### config.mk
export PLATFORM = sky130hd
export DESIGN_NAME = coin_acceptor
export DESIGN_NICKNAME = d
export VERILOG_FILES = /design/src/rtl/coin_pkg.sv /design/src/rtl/coin_debounce.sv /design/src/rtl/coin_acceptor.sv
export SDC_FILE = /design/constraint.sdc
export NUM_CORES = 1
export LEC_CHECK = 0
export CORE_MARGIN = 2
export CORE_UTILIZATION = 50
export CTS_CLUSTER_DIAMETER = 60
export CTS_CLUSTER_SIZE = 20
export DETAILED_ROUTE_END_ITERATION = 10
export PLACE_DENSITY = 0.73
export SETUP_SLACK_MARGIN = 0.2
export SYNTH_ARGS = -nofsm -noshare
export SYNTH_HDL_FRONTEND = slang
export SYNTH_SLANG_ARGS = --single-unit
### constraint.sdc
create_clock -name clk -period 1.83 [get_ports clk]
set_clock_uncertainty 0.15 [all_clocks]
set_input_delay 0.549 -clock clk [delete_from_list [all_inputs] [get_ports clk]]
set_output_delay 0.549 -clock clk [all_outputs]
set_load 0.02 [all_outputs]
### src/rtl/coin_pkg.sv
// Shared constants and types for the coin acceptor front end.
//   Coin codes as driven on the vending machine `inp` bus.
//   Deposit values in Rs for the running total.
//   Issue FSM state encoding.
package coin_pkg;

  localparam logic [1:0] COIN_NONE = 2'b00;
  localparam logic [1:0] COIN_5    = 2'b01;
  localparam logic [1:0] COIN_10   = 2'b10;

  localparam logic [7:0] VAL_5  = 8'd5;
  localparam logic [7:0] VAL_10 = 8'd10;

  typedef enum logic [1:0] {
    IDLE,
    ISSUE,
    GAP
  } issue_state_e;

endpackage

### src/rtl/coin_debounce.sv
// Single-channel coin sensor conditioner: two-flop synchroniser, debounce counter and a
// registered one-cycle strobe on each debounced 0->1 transition.
// Ports:
//   clk      system clock, rising edge
//   reset_n  asynchronous active-low reset (clears sync, counter and level)
//   raw      asynchronous sensor line
//   rise     one-cycle strobe: debounced level just went 0->1 (a coin event)
module coin_debounce #(
  parameter int unsigned DEBOUNCE_CYCLES = 4
) (
  input  logic clk,
  input  logic reset_n,
  input  logic raw,
  output logic rise
);

  localparam logic [3:0] CntMax = 4'(DEBOUNCE_CYCLES);

  logic       sync1_q, sync2_q;
  logic       level_q, level_d;
  logic       rise_q, rise_d;
  logic [3:0] cnt_q, cnt_d;

  // The counter only runs while the synchronised sample disagrees with the
  // debounced level; any agreeing sample restarts the count.
  always_comb begin
    level_d = level_q;
    rise_d  = 1'b0;
    cnt_d   = '0;
    if (sync2_q != level_q) begin
      if (cnt_q + 4'd1 == CntMax) begin
        level_d = sync2_q;
        rise_d  = sync2_q;
      end else begin
        cnt_d = cnt_q + 4'd1;
      end
    end
  end

  always_ff @(posedge clk or negedge reset_n) begin
    if (!reset_n) begin
      sync1_q <= 1'b0;
      sync2_q <= 1'b0;
      level_q <= 1'b0;
      rise_q  <= 1'b0;
      cnt_q   <= '0;
    end else begin
      sync1_q <= raw;
      sync2_q <= sync1_q;
      level_q <= level_d;
      rise_q  <= rise_d;
      cnt_q   <= cnt_d;
    end
  end

  assign rise = rise_q;

endmodule

### src/rtl/coin_acceptor.sv
// Coin acceptor front end for the vending machine FSM.
// Debounces the 5 Rs and 10 Rs sensor lines, queues coin events in a small FIFO and
// issues each as a single-cycle code on inp_code followed by at least GAP_CYCLES idle
// cycles. Simultaneous events (jam) and pushes into a full queue are rejected.
// Optional feature macro: COIN_TOTAL_EN (running deposited total on total_rs).
// Ports:
//   clk         system clock, rising edge
//   reset_n     asynchronous active-low reset
//   coin5_raw   asynchronous 5 Rs sensor
//   coin10_raw  asynchronous 10 Rs sensor
//   accept_en   downstream ready, sampled only in IDLE
//   inp_code    registered coin code: 00 none, 01 5 Rs, 10 10 Rs
//   reject      one-cycle pulse when a coin is returned (jam or overflow)
//   fifo_full   queue holds FIFO_DEPTH entries
//   total_rs    running deposited value (0 unless COIN_TOTAL_EN)
module coin_acceptor
  import coin_pkg::*;
#(
  parameter int unsigned DEBOUNCE_CYCLES = 4,
  parameter int unsigned FIFO_DEPTH      = 4,
  parameter int unsigned GAP_CYCLES      = 1
) (
  input  logic       clk,
  input  logic       reset_n,
  input  logic       coin5_raw,
  input  logic       coin10_raw,
  input  logic       accept_en,
  output logic [1:0] inp_code,
  output logic       reject,
  output logic       fifo_full,
  output logic [7:0] total_rs
);

  localparam int unsigned PtrW = $clog2(FIFO_DEPTH);
  localparam int unsigned CntW = PtrW + 1;
  localparam logic [CntW-1:0] DepthC = CntW'(FIFO_DEPTH);
  localparam logic [2:0] GapLast = 3'(GAP_CYCLES - 1);

  logic ev5, ev10;

  coin_debounce #(
    .DEBOUNCE_CYCLES(DEBOUNCE_CYCLES)
  ) u_db5 (
    .clk     (clk),
    .reset_n (reset_n),
    .raw     (coin5_raw),
    .rise    (ev5)
  );

  coin_debounce #(
    .DEBOUNCE_CYCLES(DEBOUNCE_CYCLES)
  ) u_db10 (
    .clk     (clk),
    .reset_n (reset_n),
    .raw     (coin10_raw),
    .rise    (ev10)
  );

  // Event resolution and FIFO control
  logic            jam, push_req, push, pop, overflow;
  logic [1:0]      push_code;
  logic [1:0]      mem [FIFO_DEPTH];
  logic [PtrW-1:0] wr_ptr_q, wr_ptr_d, rd_ptr_q, rd_ptr_d;
  logic [CntW-1:0] count_q, count_d;
  logic            full_q, reject_q;

  issue_state_e    state_q, state_d;
  logic [2:0]      gap_q, gap_d;
  logic [1:0]      code_q, code_d;

  assign jam       = ev5 & ev10;
  assign push_req  = ev5 ^ ev10;
  assign push_code = ev5 ? COIN_5 : COIN_10;
  assign pop       = (state_q == IDLE) && (count_q != '0) && accept_en;
  // A full queue still accepts a push when an entry leaves in the same cycle.
  assign push      = push_req && ((count_q != DepthC) || pop);
  assign overflow  = push_req && !push;

  always_comb begin
    wr_ptr_d = wr_ptr_q;
    rd_ptr_d = rd_ptr_q;
    count_d  = count_q;
    if (push) begin
      wr_ptr_d = wr_ptr_q + 1'b1;
    end
    if (pop) begin
      rd_ptr_d = rd_ptr_q + 1'b1;
    end
    if (push && !pop) begin
      count_d = count_q + 1'b1;
    end else if (pop && !push) begin
      count_d = count_q - 1'b1;
    end
  end

  always_ff @(posedge clk) begin
    if (push) begin
      mem[wr_ptr_q] <= push_code;
    end
  end

  // Issue FSM
  always_comb begin
    state_d = state_q;
    gap_d   = gap_q;
    code_d  = COIN_NONE;
    unique case (state_q)
      IDLE: begin
        if (pop) begin
          code_d  = mem[rd_ptr_q];
          state_d = ISSUE;
        end
      end
      ISSUE: begin
        gap_d   = '0;
        state_d = GAP;
      end
      GAP: begin
        if (gap_q == GapLast) begin
          state_d = IDLE;
        end else begin
          gap_d = gap_q + 3'd1;
        end
      end
      default: state_d = IDLE;
    endcase
  end

  always_ff @(posedge clk or negedge reset_n) begin
    if (!reset_n) begin
      wr_ptr_q <= '0;
      rd_ptr_q <= '0;
      count_q  <= '0;
      full_q   <= 1'b0;
      reject_q <= 1'b0;
      state_q  <= IDLE;
      gap_q    <= '0;
      code_q   <= COIN_NONE;
    end else begin
      wr_ptr_q <= wr_ptr_d;
      rd_ptr_q <= rd_ptr_d;
      count_q  <= count_d;
      full_q   <= (count_d == DepthC);
      reject_q <= jam | overflow;
      state_q  <= state_d;
      gap_q    <= gap_d;
      code_q   <= code_d;
    end
  end

  assign inp_code  = code_q;
  assign reject    = reject_q;
  assign fifo_full = full_q;

`ifdef COIN_TOTAL_EN
  logic [7:0] total_q;
  logic [7:0] add_val;
  logic [8:0] sum;

  always_comb begin
    add_val = 8'd0;
    if (code_q == COIN_10) begin
      add_val = VAL_10;
    end else if (code_q == COIN_5) begin
      add_val = VAL_5;
    end
    sum = {1'b0, total_q} + {1'b0, add_val};
  end

  // Counted when the code is on the bus, not when it was queued; saturates at 255.
  always_ff @(posedge clk or negedge reset_n) begin
    if (!reset_n) begin
      total_q <= 8'd0;
    end else if (state_q == ISSUE) begin
      total_q <= sum[8] ? 8'hFF : sum[7:0];
    end
  end

  assign total_rs = total_q;
`else
  assign total_rs = 8'd0;
`endif

endmodule

Yosys cells after proc, flatten, opt, wreduce, memory -nomap -nowiden. Memories as Yosys holds them, arrays and structs flattened. Index checks and enable logic that the tools add are counted.

Add/sub/neg operators: 7. Mux-type cells: 20. Bitwise operators: 3. Eq/ne operators: 11. Reductions and logical operators: 17.

Operators by type and width (count): $mux 4 (4); $mux 2 (5); $mux 3 (3); $add 4x1->4 const B (2); $eq 4x3->1 const B (2); $reduce_and 2->1 (4); $add 3x1->3 const B (2); $logic_and 1x1->1 (6); $mux 1 (6); $ne 2x2->1 const B (3); $pmux 2 s3 (1); $pmux 3 s2 (1); $add 2x1->2 const B (2); $eq 3x3->1 const B (1); $logic_not 3->1 (1); $ne 3x3->1 const B (1); $reduce_bool 3->1 (1); $sub 3x1->3 const B (1); $eq 2x1->1 const B (1); $eq 2x2->1 const B (1); $logic_not 1->1 (2); $logic_not 2->1 (1); $ne 1x1->1 (2); $reduce_bool 2->1 (1); 4 further kinds (4).

Register bits after elaboration: 32. Output and inout bits: 12. Logic and storage cells: 77. Input port bits: 5. Bits in writable memories: 8. Memories: 1.

Memories: mem (depth 4, width 2, rd ports 1, clocked after memory_dff 0, write ports 1, line coin_acceptor.sv:62) `logic [1:0] mem [FIFO_DEPTH];`.

Depth between registers and ports, before layout.
Depth after elaboration: 10. Mapped depth: 7. Gate-level depth less buffers: 6.

Hierarchy. Synthesis repeated with hierarchy kept, for this count alone.

Cell total of the unflattened synthesis: 173. Area, all modules: 2077.0 µm².

By module, submodules not included: coin_acceptor (cells an instance 117, times used 1, seq. area each 640.6 µm², area an instance 1373.8 µm²); coin_debounce (cells an instance 28, times used 2, seq. area each 200.2 µm², area an instance 351.6 µm²).

Worst setup path before layout. No wires, ideal clock.

Path kind: reg2reg. Start: register u_db5.rise_q, in the netlist u_db5.rise. End: memory mem[0][0] (enable). Arrival: 1512 ps. Cell stages (with the launch flop): 5. Buffers on the path: 1. Required time: 1382 ps. Period minus slack after synthesis: 1959 ps. Setup slack: -129 ps. Setup time: 298 ps. Path through: dfrtp_1 -> ha_1 -> clkbuf_1 -> o21a_1 -> and2_1.

Word-level cells in the longest chain between the ends: 4.

Ends and longest elaborated chain: start: declaration (line coin_debounce.sv:21) `logic rise_q, rise_d;`; start signal: assignment (line coin_debounce.sv:51) `rise_q <= rise_d;`; $xor 1x1->1 (line coin_acceptor.sv:72) `assign push_req = ev5 ^ ev10;`; $logic_and 1x1->1 (line coin_acceptor.sv:76) `assign push = push_req && ((count_q != DepthC) || pop);`; $mux 1 (line coin_acceptor.sv:97) `if (push) begin`; $mux 1 (implied by the code) (line coin_acceptor.sv:98) `mem[wr_ptr_q] <= push_code;`; end: declaration (line coin_acceptor.sv:62).

No other way between the ends.

Worst setup path in the final report.
Start: register u_db5.rise_q, in the netlist u_db5.rise. End: register full_q, in the netlist fifo_full.

Word-level cells in the longest chain between the ends: 7. Elaborated cells on any way between the ends: 8. Classes of those cells: eq/ne (1); mux (2); bitwise (1); reduce/logical (4).

Ends and longest elaborated chain: $xor 1x1->1 (*) (line coin_acceptor.sv:72); $logic_and 1x1->1 (*) (line coin_acceptor.sv:76); $logic_not 1->1 (line coin_acceptor.sv:91) `end else if (pop && !push) begin`; $logic_and 1x1->1 (line coin_acceptor.sv:91); $mux 3 (line coin_acceptor.sv:91); $mux 3 (*) (line coin_acceptor.sv:89) `if (push && !pop) begin`; $eq 3x3->1 (*) (line coin_acceptor.sv:143) `full_q <= (count_d == DepthC);`; end signal: assignment (line coin_acceptor.sv:143); end: declaration (line coin_acceptor.sv:65) `logic full_q, reject_q;`.

Mark *: on every way between the ends. The rest lies on a longest branch, timed or not. A chain may end at the register's enable or synchronous reset.

==> metrics.cfg <==
[clocking]
clkLatencyLatePin_ns=0.29
cts_buffers=5
clockBufferDepth=2
hold_buffers=0
cts_tree=yes
cts_sinks=40
cts.clk_slew.worst_paths_ns=0.07
htree_levels=2
cts_root_buf=clkbuf_8

[route]
wl_per_cell_um=15.92
via_per_inst=5.419
wl_met3_um=131
via_count=1344
top_layer_used=met4
met1_length_um=1611
drc_errors=0
drt-initial-drc-count=126
ant_nets=0
route.met2.wl_um=2124
firstDrtPassIters=4
drt_wl_total_um=3948

[synthesis]
ys_seq_area_frac=0.5246
synthSimpleGateAreaFrac=0.1305
synth_compound_area_frac=0.1103
syn_avg_cell_area_um2=12.33
synth_edf_count=8
yosys.area_share.adder=0.08197
synth_cell_type_count=44
ys_ff_latch=40
synth_xor_area_frac=0.04414
synth_top_family_by_area=simple AND/OR/NAND/NOR gates
synth_mux_area_frac=0.04540
synthTopCellsByArea=dfrtp_1 40%, edfxtp_1 12%, ha_1 8.2%
async_flop_share=0.8000
synth_top_area_share=0.4035
synth_ff_type=dfrtp_1
syn_inst=161
ys_warn_count=0
yosys.area.top_type=dfrtp_1
syn_area_mm2=0.001984

[floorplanning]
ios=17
start_util=0.5301
fp.coreArea_mm2=0.003744
die_w_um=67
die_y_um=67
rows=22
die_area_mm2=0.004489

[timing]
fmax_ghz=0.5648
drv_slew=0
rsz0062_at_grt=yes
finalHoldViolCount=0
period_needed_ns=1.771
setup_violations=0
period_share=0.9676

[layout]
drive_above_1_share=0.3800
multi_input_area_mm2=0.001001
design_area_mm2=0.002580
area.growth.synth_to_final_pct=30.01
regArea_mm2=0.001041
final_nets=217
antennaDiodeCount=0
layoutNonFillerInstCount=248
fillers=252

[global_routing]
grt_pass1_vias=1392
track_usage=0.1985
grt_overflow=0
grt_max_degree=33
grt_pass1_wl_um=6451
antenna_found_initial=0

[setup_path]
cp-end-kind=register
required_ns=1.85
crit_cells=5
rr_worst_depth=5
cp.arrival_ns=1.79
critPathSlowestCell=dfrtp_1
critPathTopFamily=flip-flops
crit_buf_inv=0
timing.critical_path.cells=ha_4 > nor2b_1 > nor3b_2 > o311ai_2 > a21boi_2
crit_path_max_fanout=7
path_class=reg2reg
slowest_delay_ns=0.43
critPathLaunchType=register

[pwr]
power_density_mw_per_mm2=1484
p_leak_nw=1.161
vdd_drop_max_v=0.0008262

[hold_path]
hold_depth=0
hp-class=reg2reg

[run_status]
status=completed

[placed_design]
dpl.cell_count=224
dpl_cell_area_mm2=0.002230
hpwl_um=2400
io_buffers=8
gp_congestion=0.8212

[job]
maxCapViolations=0

[layout by cell type (no fill, tap or decap), types with 4 or more instances in the layout]
cell type and count:
conb_1 8, edfxtp_1 8, nor3b_1 4, a21oi_1 6, dfrtp_1 32, nand2_1 4
xor2_1 5, mux2_2 4, ha_1 9, nand3_1 4, and2_4 4, buf_4 18
inv_1 8, buf_6 7, clkbuf_8 5
[state kept, by name, summed over array words and instances (netlist names)]
signal,flops
mem,8
u_db10.cnt_q,4
u_db5.cnt_q,4
count_q,3
gap_q,3
inp_code,2
rd_ptr_q,2
state_q,2
wr_ptr_q,2
fifo_full,1
reject,1
u_db10.level_q,1
u_db10.rise,1
u_db10.sync1_q,1
u_db10.sync2_q,1
u_db5.level_q,1
u_db5.rise,1
u_db5.sync1_q,1
u_db5.sync2_q,1
[layer usage]
metal	vias up	track usage
met5	-	0
met2	29	0.3515
met4	0	0.07143
met3	8	0.05068
li1	628	-
met1	679	0.2293
[final cells by class]
| type | instances | area share |
|---|---|---|
| multi-input combinational | 106 | 0.3880 |
| sequential | 40 | 0.4035 |
| tap | 48 | 0.02328 |
| clock inverter | 3 | 0.01649 |
| clock buffer | 5 | 0.02667 |
| inverter | 10 | 0.01455 |
| timing repair buffer | 36 | 0.1275 |
[final timing paths]
path                               start  slack, ns            end
setup / recovery              u_db5.rise       0.06      fifo_full
hold / removal             u_db5.sync1_q       0.21  u_db5.sync2_q
setup reg to reg              u_db5.rise       0.06      fifo_full
hold reg to reg            u_db5.sync1_q       0.21  u_db5.sync2_q
max in group asynchronous        reset_n       0.89       gap_q[0]
min in group asynchronous        reset_n       0.46    inp_code[1]
[stage by stage]
stage	setup TNS [ns]	total power, mW	setup slack (ns)	util	hold slack (ns)
floorplan	0	2.230	0.2004	-	0.1034
global placement	-4.774	2.505	-0.3441	0.5956	0.1836
detailed placement	-5.528	2.600	-0.4180	0.5956	0.1864
CTS	0	3.654	0.1165	0.6768	0.2047
global route	-0.004681	4.056	-0.004681	0.6892	0.2100
finish	0	3.828	0.05934	0.6892	0.2054
[cell families (layout without fill, tap and decap cells)]
family          count (synthesis)  count (layout)
compound gates                 28              28
mux                             6               6
buf+inv                        22              54
fa+ha+maj                      13              13
xor+xnor                       10              10
flops                          40              40
other cells                     1               8
simple gates                   41              41
[cells in the mapped netlist, types with 5 or more instances]
| cell | n |
|---|---|
| a21oi_1 | 7 |
| and2_1 | 5 |
| buf_4 | 8 |
| dfrtp_1 | 32 |
| edfxtp_1 | 8 |
| ha_1 | 13 |
| inv_1 | 10 |
| nand2_1 | 6 |
| nor3b_1 | 6 |
| xnor2_1 | 5 |
| xor2_1 | 5 |
[report_power, final]
group / internal [mW] / switching (mW) / leakage, nW
clock network: 0.403 / 0.301 / 0.0541
registers: 1.11 / 0.202 / 0.474
logic: 0.931 / 0.878 / 0.633
total: 2.45 / 1.38 / 1.16
[what timing repair did]
item,4_1_cts,5_1_grt
cloned,0,0
buffers inserted,14,2
setup endpoints to repair,22,21
pin swaps,8,5
gates resized for setup,24,19
Power figures use the tool's default switching activity.
